File: config.mk
export PLATFORM = sky130hd
export DESIGN_NAME = dmem_arbiter
export DESIGN_NICKNAME = d
export VERILOG_FILES = /design/src/rtl/dmem_arbiter_pkg.sv /design/src/rtl/dmem_arbiter_rr.sv /design/src/rtl/dmem_arbiter.sv
export SDC_FILE = /design/constraint.sdc
export NUM_CORES = 1
export LEC_CHECK = 0
export BUFFER_PORTS_ARGS = -buffer_cell sky130_fd_sc_hd__buf_2
export CAP_MARGIN = 20
export CORE_MARGIN = 2
export CORE_UTILIZATION = 35
export DETAILED_ROUTE_END_ITERATION = 8
export GPL_ROUTABILITY_DRIVEN = 0
export PLACE_DENSITY_LB_ADDON = 0.05
export SYNTH_ARGS = -nofsm -noshare
export SYNTH_HDL_FRONTEND = slang
export SYNTH_SLANG_ARGS = --single-unit
File: constraint.sdc
create_clock -name clk -period 2.1 [get_ports clk]
set_input_delay 0.42 -clock clk [delete_from_list [all_inputs] [get_ports clk]]
set_output_delay 0.42 -clock clk [all_outputs]
set_load 0.02 [all_outputs]
File: src/rtl/dmem_arbiter_pkg.sv
// Shared types and helpers for the data-memory arbiter.
// Covers the FSM encoding, the latched transaction flags and the address check.
package dmem_arbiter_pkg;

  localparam int unsigned WORD_W     = 32;
  localparam int unsigned DMEM_DEPTH = 256;

  typedef enum logic [1:0] {
    ST_IDLE   = 2'd0,
    ST_ACCESS = 2'd1,
    ST_RESP   = 2'd2
  } dmem_state_e;

  typedef struct packed {
    logic we;
    logic err;
  } dmem_txn_t;

  // Misaligned byte address or word index beyond the memory depth.
  function automatic logic addr_bad(input logic [WORD_W-1:0] addr,
                                    input int unsigned       depth);
    return (addr[1:0] != 2'b00) || ({2'b00, addr[WORD_W-1:2]} >= depth);
  endfunction

endpackage

File: src/rtl/dmem_arbiter_rr.sv
// Combinational round-robin picker: the first valid requester at or after i_ptr wins.
// Produces a one-hot grant plus its index; reusable by other bus arbiters.
module rr_arbiter #(
  parameter  int unsigned N_REQ = 2,
  localparam int unsigned PTR_W = (N_REQ > 1) ? $clog2(N_REQ) : 1
) (
  input  logic [N_REQ-1:0] i_valid,
  input  logic [PTR_W-1:0] i_ptr,
  output logic [N_REQ-1:0] o_grant_c,
  output logic [PTR_W-1:0] o_idx_c,
  output logic             o_any_c
);

  always_comb begin
    int unsigned j;
    j         = 0;
    o_grant_c = '0;
    o_idx_c   = '0;
    o_any_c   = 1'b0;
    for (int unsigned k = 0; k < N_REQ; k++) begin
      j = (32'(i_ptr) + k) % N_REQ;
      if (!o_any_c && i_valid[PTR_W'(j)]) begin
        o_any_c              = 1'b1;
        o_grant_c[PTR_W'(j)] = 1'b1;
        o_idx_c              = PTR_W'(j);
      end
    end
  end

endmodule

File: src/rtl/dmem_arbiter.sv
// Round-robin arbiter sharing one single-port data memory between N_REQ requesters.
// One access in flight: accept (IDLE) -> strobe (ACCESS) -> respond (RESP).
module dmem_arbiter
  import dmem_arbiter_pkg::*;
#(
  parameter int unsigned N_REQ = 2,
  parameter int unsigned DEPTH = DMEM_DEPTH
) (
  input  logic                      clk,
  input  logic                      reset_n,
  input  logic [N_REQ-1:0]          req_valid,
  input  logic [N_REQ-1:0]          req_we,
  input  logic [WORD_W*N_REQ-1:0]   req_addr,
  input  logic [WORD_W*N_REQ-1:0]   req_wdata,
  output logic [N_REQ-1:0]          req_ready,
  output logic [N_REQ-1:0]          rsp_valid,
  output logic [WORD_W-1:0]         rsp_rdata,
  output logic                      rsp_err,
  output logic                      mem_read,
  output logic                      mem_write,
  output logic [WORD_W-1:0]         mem_address,
  output logic [WORD_W-1:0]         mem_write_data,
  input  logic [WORD_W-1:0]         mem_read_data
);

  localparam int unsigned PTR_W = (N_REQ > 1) ? $clog2(N_REQ) : 1;

  dmem_state_e        r_state;
  logic [PTR_W-1:0]   r_ptr;
  logic [PTR_W-1:0]   r_gidx;
  dmem_txn_t          r_txn;

  logic [N_REQ-1:0]   w_grant;
  logic [PTR_W-1:0]   w_gidx;
  logic               w_any;
  logic               w_we;
  logic               w_bad;
  logic [WORD_W-1:0]  w_addr;
  logic [WORD_W-1:0]  w_wdata;
  logic [PTR_W-1:0]   w_ptr_next;

  rr_arbiter #(.N_REQ(N_REQ)) u_rr (
    .i_valid   (req_valid),
    .i_ptr     (r_ptr),
    .o_grant_c (w_grant),
    .o_idx_c   (w_gidx),
    .o_any_c   (w_any)
  );

  // Select the granted requester's payload.
  always_comb begin
    w_addr  = '0;
    w_wdata = '0;
    for (int unsigned i = 0; i < N_REQ; i++) begin
      if (w_grant[i]) begin
        w_addr  = req_addr[i*WORD_W +: WORD_W];
        w_wdata = req_wdata[i*WORD_W +: WORD_W];
      end
    end
  end

  assign w_we       = |(req_we & w_grant);
  assign w_bad      = addr_bad(w_addr, DEPTH);
  assign w_ptr_next = (w_gidx == PTR_W'(N_REQ - 1)) ? '0 : w_gidx + PTR_W'(1);

  // Ready is a same-cycle handshake; suppressed while reset is asserted.
  assign req_ready = (reset_n && r_state == ST_IDLE) ? w_grant : '0;

  always_ff @(posedge clk) begin
    if (!reset_n) begin
      r_state        <= ST_IDLE;
      r_ptr          <= '0;
      r_gidx         <= '0;
      r_txn          <= '0;
      rsp_valid      <= '0;
      rsp_rdata      <= '0;
      rsp_err        <= 1'b0;
      mem_read       <= 1'b0;
      mem_write      <= 1'b0;
      mem_address    <= '0;
      mem_write_data <= '0;
    end else begin
      mem_read  <= 1'b0;
      mem_write <= 1'b0;
      rsp_valid <= '0;
      rsp_rdata <= '0;
      rsp_err   <= 1'b0;
      case (r_state)
        ST_IDLE: begin
          if (w_any) begin
            r_gidx      <= w_gidx;
            r_txn.we    <= w_we;
            r_txn.err   <= w_bad;
            r_ptr       <= w_ptr_next;
            mem_address <= {2'b00, w_addr[WORD_W-1:2]};
            if (!w_bad) begin
              mem_read  <= !w_we;
              mem_write <= w_we;
              if (w_we) mem_write_data <= w_wdata;
            end
            r_state <= ST_ACCESS;
          end
        end
        ST_ACCESS: begin
          // Memory drove read data on the negedge of this cycle.
          rsp_valid <= {{(N_REQ-1){1'b0}}, 1'b1} << r_gidx;
          rsp_err   <= r_txn.err;
          rsp_rdata <= (!r_txn.we && !r_txn.err) ? mem_read_data : '0;
          r_state   <= ST_RESP;
        end
        ST_RESP: r_state <= ST_IDLE;
        default: r_state <= ST_IDLE;
      endcase
    end
  end

endmodule

# == Word-level counts from Yosys, hierarchy flattened ==
# Cells that the tools add are included.
# totals
register_bits,105
input_bits,166
output_inout_bits,103
elab_cells,68
# op_classes
addsub,2
magnitude_cmp,5
eq_ne,2
n_shift,1
mux,22
bitwise_logic,6
reduce_logical,18
# op_table
op,n
32-bit two-way mux,4
30-bit by 9-bit >= comparator with 1-bit output (second input constant),1
1-bit two-way mux,11
2-bit two-way mux,4
1-bit logical AND,5
1-bit zero test,4
1-bit by 2-bit < comparator with 1-bit output (second input constant),2
1-bit inverter,4
2-bit one-hot mux with 2 select lines,1
2-bit AND reduction,2
4-bit AND reduction,1
4-bit OR reduction,1
3-bit AND reduction,1
1-bit adder (second input constant),2
2-bit AND,1
1-bit demux with 1-bit select,2
2-bit by 1-bit == test with 1-bit output (second input constant),1
1-bit >= comparator (second input constant),2
2-bit zero test,1
2-bit by 1-bit inequality test with 1-bit output (second input constant),1
2-bit OR,1
2-bit nonzero test,1
2-bit OR reduction,1
1-bit by 1-bit left shift with 2-bit output (first input constant),1
1-bit logical OR,1

# == Depth between registers and ports, before layout ==
# Gate-level depths: netlist of run 1.
# logic_depth
ltp_word,13
mapped_depth,7

# == Modules after synthesis ==
# From an unflattened synthesis of run 1, not the netlist that was laid out.
# unflattened
hier_cells,390
area_unflattened_um2,4146.5
# by_module_without_submodules
mod,n_inst,cells_each,area_per_inst_um2,seq_area_each_um2
dmem_arbiter,1,385,4113.9,2102.0
rr_arbiter,1,5,32.5,0.0

# == Worst setup path after synthesis of run 1 ==
# OpenSTA, ideal clock, no wires.
# synth_timing
path_type,in2out
startpoint,input req_valid[0]
endpoint,output req_ready[0]
arrival_time_ps,1526
required_ps,1680
slack_ps,154
cell_stages,4
cell_sequence,a21boi_4 -> clkbuf_1 -> clkbuf_1 -> and3_1
# synth_via
elab_chain_len,7
elab_cells_between_ends,11
# synth_rtl
element,line,rtl
"start, declared",dmem_arbiter.sv:11,"input logic [N_REQ-1:0] req_valid,"
1-bit two-way mux (not written as such) (2 in a row),dmem_arbiter_rr.sv:22,if (!o_any_c && i_valid[PTR_W'(j)]) begin
1-bit two-way mux,dmem_arbiter_rr.sv:22,
1-bit zero test,dmem_arbiter_rr.sv:22,
1-bit logical AND,dmem_arbiter_rr.sv:22,
2-bit two-way mux *,dmem_arbiter_rr.sv:22,
2-bit two-way mux *,dmem_arbiter.sv:67,assign req_ready = (reset_n && r_state == ST_IDLE) ? w_grant : '0;
"end, declared",dmem_arbiter.sv:15,"output logic [N_REQ-1:0] req_ready,"
# Every way passes the cells marked *; elsewhere a longest branch is shown, timed or not. The select of a mux whose other input is x is not followed.

# == Worst setup path in the final report of run 1 ==
# layout_timing
startpoint,register r_ptr
endpoint,output req_ready[1]
# layout_via
elab_chain_len,8
elab_cells_between_ends,22
# layout_rtl
element,line,rtl
"start, declared",dmem_arbiter.sv:29,logic [PTR_W-1:0] r_ptr;
"start signal, assigned",dmem_arbiter.sv:94,r_ptr <= w_ptr_next;
"1-bit adder, or another cell as far along",dmem_arbiter_rr.sv:21,j = (32'(i_ptr) + k) % N_REQ;
"1-bit by 2-bit < comparator with 1-bit output (not written as such), or another cell as far along",dmem_arbiter_rr.sv:24,o_grant_c[PTR_W'(j)] = 1'b1;
1-bit logical AND (not written as such) / 1-bit two-way mux (equally long branches),dmem_arbiter_rr.sv:24,
1-bit two-way mux (not written as such) / 1-bit demux with 1-bit select (equally long branches),-,
1-bit demux with 1-bit select / 2-bit two-way mux (equally long branches),-,
2-bit OR (no line),-,
2-bit two-way mux *,dmem_arbiter_rr.sv:22,
2-bit two-way mux *,dmem_arbiter.sv:67,
# Marks and branches as above.

==> results of run 1 <==
## routing by layer
metal | routed length, µm | vias up
met5 | 0 | -
met2 | 6760 | 160
li1 | - | 2212
met4 | 336 | 0
met1 | 5630 | 2070
met3 | 922 | 20
## metrics by stage
stage | utilization, % | instance area [µm²] | setup WS, ps | hold WS, ps
floorplan | - | 4440 | 154 | 404
global placement | 48.6 | 6060 | -116 | 429
detailed placement | 48.6 | 6060 | -182 | 428
CTS | 51.1 | 6380 | -22.1 | 246
global route | 51.3 | 6400 | 23.9 | 247
finish | 51.3 | 6400 | 139 | 260
## synthesized netlist by cell type
cell,number
a211oi_1,7
a21boi_0,1
a21boi_2,1
a21boi_4,1
a21oi_1,3
a21oi_2,1
a221oi_1,22
a221oi_4,1
a22o_1,1
a22oi_1,32
a31o_2,32
and2_1,34
and3_1,2
buf_2,4
buf_4,2
buf_6,3
clkbuf_1,39
conb_1,1
dfxtp_1,105
inv_1,3
mux2i_1,7
nand2_1,37
nand3_2,1
nand4_1,2
nor2_1,36
nor2b_1,1
nor3_1,27
nor3b_1,1
nor4_1,12
o21ai_0,3
o21ai_1,2
o31ai_1,2
o31ai_2,30
or2_2,1
## registers in the layout, indices dropped and copies added (netlist names)
| signal | flops |
|---|---|
| mem_address | 30 |
| mem_read | 1 |
| mem_write | 1 |
| mem_write_data | 32 |
| r_gidx | 1 |
| r_ptr | 1 |
| r_state | 2 |
| r_txn | 2 |
| rsp_err | 1 |
| rsp_rdata | 32 |
| rsp_valid | 2 |
## final timing paths
path | cells after the start | slack (ps) | end | startpoint
worst max register to register | 7 | 310 | mem_write_data[31]$_SDFFE_PN0P_ | r_ptr$_SDFFE_PN0P_
worst max-delay path | 5 | 140 | req_ready[1] | r_ptr$_SDFFE_PN0P_
worst min-delay path | 2 | 260 | rsp_rdata[17]$_SDFF_PN0_ | mem_read_data[17]
worst min register to register | 1 | 440 | rsp_valid[0]$_SDFF_PN0_ | r_gidx$_SDFFE_PN0P_
## critical path: stages (launching register included)
cell      delay (ps)
dfxtp_1          400
inv_1             90
a21boi_4         170
buf_6            180
and3_1           170
buf_2            180
## power by group
group / internal [W] / total (W) / switching (W)
Sequential: 0.00209 / 0.00214 / 0.0000502
Combinational: 0.000390 / 0.000965 / 0.000576
Clock: 0.000855 / 0.00171 / 0.000855
## kinds of logic after synthesis
| logic type | after synthesis | share of synthesized area, % |
|---|---|---|
| AO/OA/AOI/OAI | 139 | 28.8 |
| buffers and inverters | 51 | 5.11 |
| flip-flops | 105 | 47.4 |
| multiplexers | 7 | 1.58 |
| other | 1 | 0.0846 |
| AND/OR/NAND/NOR | 154 | 17.0 |
## layout make-up
| class | count | area, µm² |
|---|---|---|
| multi-input combinational | 302 | 2140 |
| clock buffer | 9 | 225 |
| fill | 1255 | 6070 |
| timing repair buffer | 296 | 1630 |
| sequential | 105 | 2100 |
| tap | 172 | 215 |
| clock inverter | 7 | 82.6 |
| inverter | 3 | 11.3 |
## timing repair
action | CTS | global route
setup buffers | 0 | 3
resized for setup | 2 | 0
pin swaps | 1 | 2
endpoints found under the setup margin | 2 | 2
==> results by group, run 1 <==
Route
  • Avg WL per Cell: 15.3 µm
  • Vias: 4,462
  • Final wirelength: 13,700 µm
  • Via density per instance: 4.99
  • DRT Pass-1 Iters: 4
  • Post-DRT Antenna Nets: 0
  • Drc violations: 0
  • 1st-iter DRT viols: 199

Clock network
  • Root buffer cell: clkbuf_16
  • # H-tree levels: 3
  • CTS tree: built
  • Worst-Skew Late Latency: 350 ps
  • CTS clock-pin slew for the worst setup and hold paths: 80 ps
  • Clock tree buffer depth: 2
  • Clock Sinks: 105
  • Hold buffers post-CTS: 0
  • Num CTS Buffers: 9

Global routing
  • Grt ovf: 0
  • Largest net degree at the start of global routing: 42
  • Global Route Usage Sum: 19.1%
  • Top Usage Layer GRT: met2
  • First-pass GRT wire length: 20,200 µm
  • Routing usage on met2: 33.6%
  • Met3 Resource Use GR: 4.05%
  • Vias in the first global route: 4,191
  • Met1 usage: 22.2%
  • Initial antenna violation count: 0

Die
  • Die span in x: 117 µm
  • IO Pins: 269
  • Die height: 117 µm
  • Starting Density: 35.6%
  • Rows: 41
  • Core area: 12,500 µm²
  • Die area: 13,600 µm²

Placed design
  • Post-Place Cells: 875
  • PortBufs: 266
  • Detailed-placement wirelength estimate: 10,000 µm

Synth
  • Top cell type's share of synthesized area: 47.4%
  • #FFs+latches synth: 105
  • Synth warn: 0
  • Mapped Avg Cell Area: 9.70 µm²
  • Cell variety after synth: 34
  • Syn Std Cell Area: 4430 µm²
  • Post-Synthesis Cells: 457
  • Synth top area cells: dfxtp_1 (47%), o31ai_2 (8.5%), a31o_2 (6.3%)
  • Cell taking the most area after synthesis: dfxtp_1
  • Seq/Total Area, Yosys: 47.4%

Cells and area
  • P&R area growth vs syn: 44.4%
  • Final net count: 883
  • Share of cells above drive strength 1: 53.2%
  • Most frequent cells in the layout: buf_2 (266), dfxtp_1 (105), nand2_1 (37)
  • Antenna Cells: 0
  • Non-filler cells, final: 894
  • Most common cell after layout, fill and taps aside: buf_2

STA
  • Slew HR: 65.9%
  • FMAX: 510 MHz
  • Final setup viols: 0
  • Max Slew Vio Count: 0
  • Setup TNS: 0 ps
  • Final hold vios: 0
  • Slew @ Worst Pin: 511 ps
  • Final Critical Period: 1960 ps
  • RSZ-0062 raised after global routing: false
  • Ratio of final minimum period to clock period: 93.4%
  • Worst Skew: 9.09 ps

Critical path
  • Required @ worst endpoint: 1680 ps
  • CP endpoint kind: output port
  • Critical path class: reg2out
  • Crit path arrival time: 1540 ps
  • Peak fanout along the critical path: 11
  • CP Launch Type: flip-flop

Flow run
  • Max-Cap Viols: 0

Power and ir drop
  • Total power: 0.00482 W
  • Power density over the cells: 753 nW/µm²
  • Max IR drop VDD: 0.000356 V
  • Leakage: 3.03 nW

Worst hold path
  • Hold Crit Class: in2reg

Outcome
  • Status: finished clean
Power figures use the tool's default switching activity.
==> inputs of run 2 (changes only) <==
Settings changed: HOLD_SLACK_MARGIN set to 0.05, SLEW_MARGIN set to 20.
Clock period 2.1 ns to 1.9 ns, I/O delays scaled along.
==> results by group, run 2 (synthesis results as in run 1) <==
Outcome
  • Status: finished clean (unchanged)

Power and ir drop
  • Max IR drop VDD: 0.000392 V (was 0.000356 V)
  • Total power: 0.00543 W (was 0.00482 W)
  • Leakage: 3.12 nW (was 3.03 nW)
  • Power density over the cells: 827 nW/µm² (was 753 nW/µm²)

Worst hold path
  • Hold Crit Class: in2reg (unchanged)
  • Min-Delay Startpoint: mem_read_data[17] (unchanged)

Placed design
  • PortBufs: 266 (unchanged)
  • Post-Place Cells: 890 (was 875)
  • Detailed-placement wirelength estimate: 9930 µm (was 10,000 µm)

Cells and area
  • Non-filler cells, final: 909 (was 894)
  • Layout fillers: 1,224 (was 1,255)
  • P&R area growth vs syn: 48.2% (was 44.4%)
  • Most common cell after layout, fill and taps aside: buf_2 (unchanged)
  • Antenna Cells: 0 (unchanged)
  • Share of cells above drive strength 1: 54.5% (was 53.2%)
  • Multi-input logic area: 2150 µm² (was 2140 µm²)
  • Most frequent cells in the layout: buf_2 (265), dfxtp_1 (104), nand2_1 (37), buf_4 (37), nor2_1 (36) (was buf_2 (266), dfxtp_1 (105), nand2_1 (37))
  • Final net count: 898 (was 883)
  • Biggest regs: mem_write_data x32, rsp_rdata x32, mem_address x30 (unchanged)
  • Sequential Area: 2100 µm² (about the same)

STA
  • Hold slack: 221 ps (was 260 ps)
  • Worst Skew: 4.97 ps (was 9.09 ps)
  • RSZ-0062 raised after global routing: false (unchanged)
  • Final hold vios: 0 (unchanged)
  • Ratio of final minimum period to clock period: 95.5%
  • FMAX: 551 MHz
  • Final Critical Period: 1810 ps
  • Final setup viols: 0 (unchanged)
  • Max Slew Vio Count: 0 (unchanged)

Critical path
  • Peak fanout along the critical path: 32 (was 11)
  • Critical path class: in2reg (was reg2out)
  • CP Launch Type: input pin (was flip-flop)
  • Crit path from: req_addr[17] (was r_ptr$_SDFFE_PN0P_)
  • Required @ worst endpoint: 2160 ps (was 1680 ps)
  • Crit path arrival time: 2080 ps (was 1540 ps)
  • Crit Reg-Reg Startpoint: r_ptr$_SDFFE_PN0P_ (unchanged)
  • CP endpoint kind: flip-flop (was output port)

Route
  • Final wirelength: 13,400 µm (was 13,700 µm)
  • Avg WL per Cell: 14.7 µm (was 15.3 µm)
  • 1st-iter DRT viols: 207 (was 199)
  • Via density per instance: 4.90 (was 4.99)
  • DRT Pass-1 Iters: 4 (unchanged)
  • Drc violations: 0 (unchanged)
  • Post-DRT Antenna Nets: 0 (unchanged)
  • Vias: 4,458 (was 4,462)

Clock network
  • Num CTS Buffers: 9 (unchanged)
  • Clock tree buffer depth: 2 (unchanged)
  • Worst-Skew Late Latency: 350 ps (about the same)
  • Hold buffers post-CTS: 0 (unchanged)
  • Clock Sinks: 105 (unchanged)
  • CTS tree: built (unchanged)
  • Root buffer cell: clkbuf_16 (unchanged)
  • # H-tree levels: 3 (unchanged)
  • CTS clock-pin slew for the worst setup and hold paths: 70 ps (was 80 ps)

Global routing
  • Initial antenna violation count: 0 (unchanged)
  • Vias in the first global route: 4,115 (was 4,191)
  • Largest net degree at the start of global routing: 42 (unchanged)
  • First-pass GRT wire length: 19,800 µm (was 20,200 µm)
  • Grt ovf: 0 (unchanged)
  • Global Route Usage Sum: 18.8% (was 19.1%)

Die
  • Rows: 41 (unchanged)
  • Core area: 12,500 µm² (unchanged)
  • Die height: 117 µm (unchanged)
  • Die span in x: 117 µm (unchanged)
  • Starting Density: 35.6% (unchanged)
  • Die area: 13,600 µm² (unchanged)
  • IO Pins: 269 (unchanged)

Flow run
  • Max-Cap Viols: 0 (unchanged)
[run 2: cell count changes in the layout (fill, tap and decap cells not counted), moves of 2 or more]
cell,previous run,this run
buf_4,23,37
buf_12,5,7
nor4_1,12,10
nor4_2,0,2
[run 2: path summary, 6_finish.rpt]
path | end | slack (ps) | cells past startpoint
setup / recovery | mem_write_data[6]$_SDFFE_PN0P_ | 90 | 7
hold / removal | rsp_rdata[17]$_SDFF_PN0_ | 220 | 2
setup reg to reg | mem_write_data[6]$_SDFFE_PN0P_ | 180 | 7
hold reg to reg | rsp_valid[0]$_SDFF_PN0_ | 430 | 1
[run 2: critical path: stages]
cell and delay (ps):
buf_2 100, nor4_1 440, nand4_1 220, a221oi_4 350, nand3_2 140, buf_12 210
o31ai_2 230
[run 2: per-stage QoR]
step | TNS [ps] | util [%] | setup slack (ps) | area, µm²
floorplan | 0 | - | 34.2 | 4440
global placement | -9290 | 49.7 | -286 | 6200
detailed placement | -9550 | 49.7 | -305 | 6200
CTS | 0 | 52.5 | 40.7 | 6540
global route | 0 | 52.7 | 29.8 | 6570
finish | 0 | 52.7 | 86.3 | 6570
[run 2: cell type report]
class / instances / share of cell area, %
sequential: 105 / 32.0
inverter: 3 / 0.171
clock inverter: 7 / 1.43
tap: 172 / 3.28
timing repair buffer: 311 / 27.0
clock buffer: 9 / 3.43
multi-input combinational: 302 / 32.7
[run 2: per-layer routing]
metal	vias up	track usage [%]	routed length, µm
met2	162	32.3	6730
li1	2243	-	-
met4	0	8.49	299
met3	23	5.55	1050
met1	2030	21.7	5330
met5	-	0	0
[run 2: where the power goes]
group / switching (W) / internal [W]
Sequential: 0.0000544 / 0.00231
Clock: 0.000899 / 0.00106
Combinational: 0.000639 / 0.000463
Total: 0.00159 / 0.00384
[run 2: timing repair]
| item | 4_1_cts | 5_1_grt |
|---|---|---|
| buffers inserted | 2 | 1 |
| endpoints found under the setup margin | 2 | 19 |
| pin swaps | 2 | 0 |
| resized for setup | 3 | 4 |
==> inputs of run 3 (changes only) <==
Settings changed: CORE_MARGIN 2 to 5.
==> results by group, run 3 (synthesis results as in run 1) <==
Outcome
  • Status: finished clean (unchanged)

Critical path
  • Crit path arrival time: 1410 ps (was 2080 ps)
  • Critical path class: reg2out (was in2reg)
  • Peak fanout along the critical path: 21 (was 32)
  • CP endpoint kind: output port (was flip-flop)
  • CP Launch Type: flip-flop (was input pin)
  • CP max stage cell: dfxtp_2 (was nor4_1)
  • Slowest stage delay, CP: 340 ps (was 440 ps)
  • Required @ worst endpoint: 1520 ps (was 2160 ps)
  • Crit-path cells: a21boi_4, buf_6, and3_1, buf_2 (was buf_2, nor4_1, nand4_1, a221oi_4, nand3_2, buf_12, o31ai_2)

Clock network
  • CTS tree: built (unchanged)
  • Worst-Skew Late Latency: 350 ps (about the same)
  • Num CTS Buffers: 9 (unchanged)
  • Clock Sinks: 105 (unchanged)
  • CTS clock-pin slew for the worst setup and hold paths: 70 ps (about the same)
  • Hold buffers post-CTS: 0 (unchanged)
  • Clock tree buffer depth: 2 (unchanged)
  • Root buffer cell: clkbuf_16 (unchanged)
  • # H-tree levels: 3 (unchanged)

Power and ir drop
  • Leakage: 3.09 nW (was 3.12 nW)
  • Max IR drop VDD: 0.000418 V (was 0.000392 V)
  • Total power: 0.00526 W (was 0.00543 W)
  • Power density over the cells: 809 nW/µm² (was 827 nW/µm²)

Global routing
  • Initial antenna violation count: 0 (unchanged)
  • Vias in the first global route: 4,388 (was 4,115)
  • First-pass GRT wire length: 21,800 µm (was 19,800 µm)
  • Grt ovf: 0 (unchanged)
  • Global Route Usage Sum: 18.6% (was 18.8%)
  • Largest net degree at the start of global routing: 35 (was 42)

STA
  • Hold slack: 225 ps (was 221 ps)
  • Ratio of final minimum period to clock period: 94.2% (was 95.5%)
  • Max Slew Vio Count: 0 (unchanged)
  • RSZ-0062 raised after global routing: false (unchanged)
  • Min setup slack post-route: 111 ps (was 86.3 ps)
  • Final hold vios: 0 (unchanged)
  • Worst Skew: 7.89 ps (was 4.97 ps)
  • Final setup viols: 0 (unchanged)
  • Final Critical Period: 1790 ps (was 1810 ps)
  • FMAX: 559 MHz (was 551 MHz)

Cells and area
  • Antenna Cells: 0 (unchanged)
  • Final net count: 895 (was 898)
  • Biggest regs: mem_write_data x32, rsp_rdata x32, mem_address x30 (unchanged)
  • Final core utilization: 52.0% (was 52.7%)
  • Share of cells above drive strength 1: 54.2% (was 54.5%)
  • Most frequent cells in the layout: buf_2 (266), dfxtp_1 (104), nand2_1 (37) (was buf_2 (265), dfxtp_1 (104), nand2_1 (37), buf_4 (37), nor2_1 (36))
  • P&R area growth vs syn: 46.8% (was 48.2%)
  • Non-filler cells, final: 906 (was 909)
  • Most common cell after layout, fill and taps aside: buf_2 (unchanged)

Route
  • DRT Pass-1 Iters: 4 (unchanged)
  • 1st-iter DRT viols: 217 (was 207)
  • Drc violations: 0 (unchanged)
  • Final wirelength: 14,300 µm (was 13,400 µm)
  • Post-DRT Antenna Nets: 0 (unchanged)
  • Via density per instance: 4.95 (was 4.90)
  • Avg WL per Cell: 15.8 µm (was 14.7 µm)
  • Vias: 4,484 (was 4,458)

Die
  • Core area: 12,500 µm² (about the same)
  • Die height: 123 µm (was 117 µm)
  • Die span in x: 123 µm (was 117 µm)
  • Rows: 41 (unchanged)
  • IO Pins: 269 (unchanged)
  • Die area: 15,000 µm² (was 13,600 µm²)
  • Starting Density: 35.4% (was 35.6%)

Worst hold path
  • Hold Crit Class: in2reg (unchanged)

Placed design
  • Setup WS pre-CTS: -343 ps (was -305 ps)
  • PortBufs: 266 (unchanged)
  • Detailed-placement wirelength estimate: 11,000 µm (was 9930 µm)
  • Post-Place Cells: 889 (was 890)

Flow run
  • Max-Cap Viols: 0 (unchanged)
[run 3: cell types whose count changed in the layout (fill, tap and decap cells not counted), sizes merged]
cell / previous run / this run
bufinv: 1 / 0
clkinv: 1 / 2
inv: 7 / 6
clkinvlp: 1 / 0
clkbuf: 9 / 11
buf: 311 / 308
[run 3: what timing repair did]
item / in CTS / in global routing
gates resized for setup: 1 / 3
pin swaps: 1 / 0
setup endpoints to repair: 1 / 21
setup buffers: 1 / 0
[run 3: cell type report]
cell class                      instances  area [µm²]
Inverter                                3        11.3
Clock buffer                           11         243
Fill cell                            1248        6010
Multi-Input combinational cell        302        2150
Tap cell                              172         215
Timing Repair Buffer                  308        1740
Sequential cell                       105        2100
Clock inverter                          5        46.3
[run 3: metal layers]
metal  track usage, %  up-vias  wire length [µm]
met2             31.8      162              7280
met1             22.3     2078              5710
met4             5.88        0               170
met5                0        -                 0
li1                 -     2233                 -
met3             5.81       11              1170
[run 3: report_power, final]
group	total, W	internal [W]	switching, W
logic	0.00110	0.000450	0.000645
registers	0.00237	0.00232	0.0000538
clock network	0.00180	0.000949	0.000850
total	0.00526	0.00371	0.00155
[run 3: worst max-delay path, delay by kind of cell (launching register included)]
| kind | cells | cell delay (ps) |
|---|---|---|
| compound gates | 1 | 160 |
| buf+inv | 2 | 380 |
| flops | 1 | 340 |
| simple gates | 1 | 170 |
[run 3: metrics by stage]
step	cell area (µm²)	TNS (ps)
floorplan	4440	0
global placement	6190	-9180
detailed placement	6190	-10250
CTS	6490	0
global route	6500	0
finish	6500	0
[run 3: path summary, 6_finish.rpt]
check	from	end	slack [ps]	depth (start not counted)
worst max-delay path	r_ptr$_SDFFE_PN0P_	req_ready[0]	110	4
worst max register to register	r_ptr$_SDFFE_PN0P_	mem_write_data[0]$_SDFFE_PN0P_	120	7
worst min register to register	r_gidx$_SDFFE_PN0P_	rsp_valid[0]$_SDFF_PN0_	430	1
worst min-delay path	mem_read_data[14]	rsp_rdata[14]$_SDFF_PN0_	220	2
